==> src/rtl/pulse_gate_gen.sv <==
// Trigger-to-gate generator: after an accepted trigger it waits a latched delay,
// then drives a valid level for a latched number of cycles, with start/done/busy status.
module pulse_gate_gen #(
  parameter int    CNT_WIDTH = 16,
  parameter string RETRIGGER = "ignore",
  parameter string POLARITY  = "high"
) (
  input  logic                 i_Sys_clk,
  input  logic                 i_Rst_n,
  input  logic                 i_Trig,
  input  logic [CNT_WIDTH-1:0] i_Delay,
  input  logic [CNT_WIDTH-1:0] i_Width,
  input  logic                 i_Abort,
  output logic                 o_Dout_valid,
  output logic                 o_Busy,
  output logic                 o_Start,
  output logic                 o_Done
);

  localparam bit                   RESTART_C = (RETRIGGER == "restart");
  localparam bit                   INVERT_C  = (POLARITY == "low");
  localparam logic [CNT_WIDTH-1:0] CNT_ZERO_C = {CNT_WIDTH{1'b0}};
  localparam logic [CNT_WIDTH-1:0] CNT_ONE_C  = {{(CNT_WIDTH-1){1'b0}}, 1'b1};

  typedef enum logic [1:0] {
    IDLE   = 2'd0,
    DELAY  = 2'd1,
    ACTIVE = 2'd2
  } state_t;

  state_t               state_r;
  logic [CNT_WIDTH-1:0] cnt_r;
  logic [CNT_WIDTH-1:0] width_r;
  logic                 valid_r;
  logic                 busy_r;
  logic                 start_r;
  logic                 done_r;
  logic                 accept_s;

  // Map the internal active/inactive gate level onto the output pin polarity.
  function automatic logic pin_level(input logic active);
    return active ^ INVERT_C;
  endfunction

  // Trigger acceptance: abort always wins; a busy block only takes triggers in restart mode.
  always_comb begin
    accept_s = 1'b0;
    if (i_Trig && !i_Abort && (i_Width != CNT_ZERO_C)) begin
      if (state_r == IDLE) begin
        accept_s = 1'b1;
      end else begin
        accept_s = RESTART_C;
      end
    end else begin
      accept_s = 1'b0;
    end
  end

  // Sequencer: state, down-counter and all registered outputs.
  always_ff @(posedge i_Sys_clk) begin
    if (!i_Rst_n) begin
      state_r <= IDLE;
      cnt_r   <= CNT_ZERO_C;
      width_r <= CNT_ZERO_C;
      valid_r <= pin_level(1'b0);
      busy_r  <= 1'b0;
      start_r <= 1'b0;
      done_r  <= 1'b0;
    end else begin
      start_r <= 1'b0;
      done_r  <= 1'b0;
      if (i_Abort && (state_r != IDLE)) begin
        state_r <= IDLE;
        cnt_r   <= CNT_ZERO_C;
        valid_r <= pin_level(1'b0);
        busy_r  <= 1'b0;
      end else if (accept_s) begin
        width_r <= i_Width;
        busy_r  <= 1'b1;
        if (i_Delay == CNT_ZERO_C) begin
          state_r <= ACTIVE;
          cnt_r   <= i_Width;
          valid_r <= pin_level(1'b1);
          start_r <= 1'b1;
        end else begin
          state_r <= DELAY;
          cnt_r   <= i_Delay;
          valid_r <= pin_level(1'b0);
        end
      end else begin
        case (state_r)
          DELAY: begin
            if (cnt_r == CNT_ONE_C) begin
              state_r <= ACTIVE;
              cnt_r   <= width_r;
              valid_r <= pin_level(1'b1);
              start_r <= 1'b1;
            end else begin
              cnt_r <= cnt_r - CNT_ONE_C;
            end
          end
          ACTIVE: begin
            if (cnt_r == CNT_ONE_C) begin
              state_r <= IDLE;
              cnt_r   <= CNT_ZERO_C;
              valid_r <= pin_level(1'b0);
              busy_r  <= 1'b0;
              done_r  <= 1'b1;
            end else begin
              cnt_r <= cnt_r - CNT_ONE_C;
            end
          end
          default: begin
            state_r <= IDLE;
          end
        endcase
      end
    end
  end

  assign o_Dout_valid = valid_r;
  assign o_Busy       = busy_r;
  assign o_Start      = start_r;
  assign o_Done       = done_r;

endmodule

==> config.mk <==
export PLATFORM = sky130hd
export DESIGN_NAME = pulse_gate_gen
export DESIGN_NICKNAME = d
export VERILOG_FILES = /design/src/rtl/pulse_gate_gen.sv
export SDC_FILE = /design/constraint.sdc
export NUM_CORES = 1
export LEC_CHECK = 0
export ABC_CLOCK_PERIOD_IN_PS = 2600
export CAP_MARGIN = 10
export CORE_ASPECT_RATIO = 2
export CORE_MARGIN = 10
export CORE_UTILIZATION = 53
export DETAILED_ROUTE_END_ITERATION = 10
export PLACE_DENSITY = 0.77
export RECOVER_POWER = 25
export SLEW_MARGIN = 20
export SYNTH_ARGS = -nofsm -noshare
export SYNTH_HDL_FRONTEND = slang
export SYNTH_SLANG_ARGS = --single-unit
==> constraint.sdc <==
create_clock -name i_Sys_clk -period 2.6 [get_ports i_Sys_clk]
set_input_delay 0.52 -clock i_Sys_clk [delete_from_list [all_inputs] [get_ports i_Sys_clk]]
set_output_delay 0.52 -clock i_Sys_clk [all_outputs]
set_load 0.05 [all_outputs]
== After elaboration in Yosys (flattened, before gate mapping) ==
Index checks and enable logic that the tools add are counted.

* Register bits: 38
* Output and inout bits: 4
* Word-level logic and storage cells: 55

* Add/sub/neg operators: 1
* Equal/unequal tests: 5
* Muxes and demuxes: 22
* Bitwise gates (word level): 3
* Reductions and logical operators: 17

{| class="wikitable"
|+ Operators by type and width
! operator !! count
|-
| $mux 16 || 4
|-
| $pmux 16 s2 || 1
|-
| $eq 16x1->1 const B || 1
|-
| $logic_not 16->1 || 1
|-
| $reduce_bool 16->1 || 1
|-
| $sub 16x1->16 const B || 1
|-
| $mux 1 || 11
|-
| $mux 2 || 4
|-
| $ne 3x3->1 const B || 2
|-
| $reduce_and 2->1 || 3
|-
| $reduce_bool 2->1 || 3
|-
| $pmux 2 s2 || 1
|-
| $reduce_or 4->1 || 1
|-
| $logic_and 1x1->1 || 3
|-
| $not 1->1 || 3
|-
| $reduce_and 3->1 || 1
|-
| $reduce_bool 3->1 || 1
|-
| $eq 2x1->1 const B || 1
|-
| $eq 2x2->1 const B || 1
|-
| $logic_not 2->1 || 1
|-
| $pmux 1 s2 || 1
|-
| $reduce_or 2->1 || 1
|-
| $logic_not 1->1 || 1
|}

== Logic depth before layout (Yosys ltp) ==
* Word-level depth: 6
* Depth in mapped cells: 8
* Gate-level depth less buffers: 7

== Least setup slack after synthesis ==
OpenSTA, ideal clock, no wires.

* Path type: register -> register
* Start: reg cnt_r[3]
* End: reg cnt_r[1]
* Data arrival time: 1,953 ps
* Path slack: 515 ps
* Stages on the path, launching flop included: 8
* Path buffers: 2
* Period minus slack after synthesis: 2,085 ps
* Cell sequence: dfxtp_1 > buf_6 > or4_4 > nor4_4 > buf_6 > nor2_2 > o31ai_1 > a21oi_1

* Cells in the longest elaborated chain, start to end: 4
* Elaborated cells on any way between the ends: 5

{| class="wikitable"
|+ Ends and longest elaborated chain
! what !! line !! RTL
|-
| start, declared || 32 || <nowiki>logic [CNT_WIDTH-1:0] cnt_r;</nowiki>
|-
| start signal, assigned || 82 || <nowiki>cnt_r <= i_Width;</nowiki>
|-
| start signal, assigned || 87 || <nowiki>cnt_r <= i_Delay;</nowiki>
|-
| start signal, assigned || 95 || <nowiki>cnt_r <= width_r;</nowiki>
|-
| $eq 16x1->1 * || 93, 103 ||
|-
| $mux 16, on equally long branches || 103, 93 ||
|-
| $pmux 16 s2 * || 91 || <nowiki>case (state_r)</nowiki>
|-
| $mux 16 * || 77 || <nowiki>end else if (accept_s) begin</nowiki>
|}

Every way passes the cells marked *; elsewhere a longest branch is shown, timed or not.
A chain may end at the register's enable or synchronous reset.

== Worst setup path after layout ==
* Start: reg cnt_r[7]
* End: reg cnt_r[0]

The elaborated chain is that of the path after synthesis.

==> key figures <==
Run status
  • Result of the run: complete, no violations

Clock tree
  • Hold buffers post-CTS: 0
  • Clock Pin Slew Worst Setup and Hold Paths: 0.08 ns
  • CTS resizes: 0
  • H-tree Lvls: 2
  • CTS root buffer: clkbuf_8
  • CTS Buf Count: 5
  • Clock Latency Late Sink: 0.31 ns
  • CTS sink count: 38
  • Number of post-CTS setup repair buffers: 0
  • CTS tree: built
  • CTS Buffer Depth: 2

Global routing
  • Met3 Use GR: 0.04519
  • Grt met2 use: 0.3531
  • Vias in the first global route: 2663
  • Antenna violations before repair: 0
  • GRT met1 Usage: 0.2309
  • Most Crowded Layer GR: met2
  • First-pass GRT wire length: 12670 um
  • Grt total ovfl: 0
  • Largest net degree at the start of global routing: 22
  • GRT Util Overall: 0.2106

Routing
  • Routed vias: 2512
  • Post-DRT Antenna Nets: 0
  • Initial DRC count: 158
  • Pre-Repair DR Iteration Count: 4
  • Vias/cell: 6.408
  • Total Wirelength: 7458 um
  • Drt drc: 0
  • WL per Instance: 19.03 um

Timing
  • Slew Limit Headroom: 0.4410
  • Final Hold Fails: 0
  • Worst slew pin tran: 0.8355 ns
  • Fin. max-slew vios: 0
  • Max Fclk: 0.4373 GHz
  • RSZ-0062 raised after global routing: no
  • Minimum clock period: 2.287 ns
  • Total negative slack: 0 ns
  • Clock skew: 0.01335 ns
  • Setup Viol. Count Final: 0
  • Tcrit/Tclk final: 0.8794
  • Hold Worst Slack: 0.4605 ns

Logic synthesis
  • Sequential area share after synthesis: 0.3264
  • Complex-gate fraction of the synthesized area: 0.3151
  • Post-Syn Instances: 290
  • Post-Synth XOR/XNOR Area: 0.03757
  • Main combinational cell family by area after synthesis: compound AO/OA/AOI/OAI gates
  • Post-synth top flop: dfxtp_1
  • Most frequent cells after synthesis: nand2_1 (53), dfxtp_1 (38), a21oi_1 (24), a21boi_1 (16), clkbuf_1 (15)
  • Synth top area cells: dfxtp_1 (33%), nand2_1 (8.5%), a21oi_1 (5.2%), a21boi_1 (5.2%), a21o_1 (3.5%)
  • Mapped Avg Cell Area: 8.038 um^2
  • Post-synth EDFFs: 0
  • Unique masters post-synth: 53
  • Syn nets: 328
  • Synth Area in Simple Gates: 0.2630
  • Multiplexer share of the synthesized area: 0
  • Synth Area in Adders: 0.01074
  • Synth warn: 0
  • Mapped Area: 0.002331 mm^2
  • Post-synth ARST share: 0
  • Seq cells post-synth: 38
  • Yosys top cell by area: dfxtp_1
  • Top-area cell type share of the netlist area: 0.3264
  • Count leader, synth: nand2_1

Layout
  • Fillers: 379
  • Syn-to-layout area delta: 27.32%
  • Layout cell share with drive strength beyond 1: 0.1183
  • Layout Nets: 375
  • Multi-input gate area: 0.001460 mm^2
  • Fin util: 0.6907
  • Design area: 0.002968 mm^2
  • Diodes inserted: 0
  • Register Area: 760.7 um^2

Power
  • Maximum VDD drop: 0.5556 mV
  • Pwr Total: 1.729 mW
  • Power Density: 582.6 mW/mm^2
  • Pleak: 1.140 nW

Worst setup path
  • FF-to-FF setup slack: 0.31 ns
  • CP max stage delay: 0.67 ns
  • Crit path cell chain: or4_1 -> nor4_4 -> buf_4 -> a211oi_1 -> a211oi_1 -> a211oi_1
  • WP data required: 2.77 ns
  • Startpoint Class: flop
  • Worst Setup End Kind: flop
  • Crit Path Max Fanout: 11
  • Most used cell along the critical path: a211oi_1
  • Slowest stage cell, crit path: or4_1
  • WP data arrival: 2.45 ns
  • Critical path class: reg2reg

Floorplanning
  • Chip width: 66.90 um
  • Die Ht: 113.8 um
  • Row count: 34
  • Initial Util: 0.5425
  • Die area: 0.007612 mm^2
  • Core ar.: 0.004297 mm^2
  • Num ports: 40

Min path
  • Min-Delay Path Class: reg2reg

Placed design
  • Placer Congestion: 0.8574
  • Post-DP HPWL: 5650 um
  • Post-placement cell area: 0.002868 mm^2
  • Port bufs: 39

Flow run
  • Number of max-cap violations: 0
[per-stage QoR]
stage	worst slack, ns	cells
global route	0.1400	392
detailed placement	0.07887	384
floorplan	0.5146	290
finish	0.3135	392
CTS	0.3648	392
global placement	0.1313	384
[final cells by class]
cell class / count / area share
clock buffer: 7 / 0.02572
tap: 54 / 0.02277
timing repair buffer: 60 / 0.1868
clock inverter: 1 / 0.01012
multi-input combinational: 227 / 0.4920
sequential: 38 / 0.2563
inverter: 5 / 0.006324
[cells by family (layout without fill, tap and decap cells)]
group	count (synthesis)	count (layout)
simple gates	114	114
compound gates	101	101
flops	38	38
buf+inv	25	73
xor+xnor	10	10
fa+ha+maj	2	2
[report_power, final]
part	switching [mW]	internal (mW)	total [mW]	leakage, nW
logic	0.287	0.243	0.529	0.776
registers	0.0583	0.628	0.686	0.311
clock network	0.226	0.287	0.514	0.0524
total	0.571	1.16	1.73	1.14
[critical path, delay by kind of cell, from the launching register on]
family,cells,cell delay [ns]
simple gates,2,0.99
compound gates,3,0.51
buf+inv,1,0.26
flops,1,0.39
[placed cells by master (no fill, tap or decap), types with 8 or more instances in the layout]
cell type,netlist,layout
nor3_1,9,9
clkdlybuf4s50_1,0,35
nor2_1,8,8
a21oi_1,24,24
buf_4,0,18
dfxtp_1,38,38
a21boi_1,16,15
a21o_1,11,11
nor4_1,13,13
nand2_1,53,53
[state kept, by name, indices dropped and copies added, names as in the netlist]
signal / count
cnt_r: 16
o_Start: 1
state_r: 2
o_Busy: 1
o_Dout_valid: 1
width_r: 16
o_Done: 1
[layer usage]
metal  part of all wire  wire (um)
met1               0.40       2956
met3              0.055        412
met2               0.51       3814
met5                  0          0
met4              0.037        274
[path summary, 6_finish.rpt]
check              start  cells after the start     endpoint
max             cnt_r[7]                      6     cnt_r[0]
min          width_r[13]                      2  width_r[13]
max reg2reg     cnt_r[7]                      6     cnt_r[0]
min reg2reg  width_r[13]                      2  width_r[13]
No activity file was read; power rests on OpenSTA's default activity.
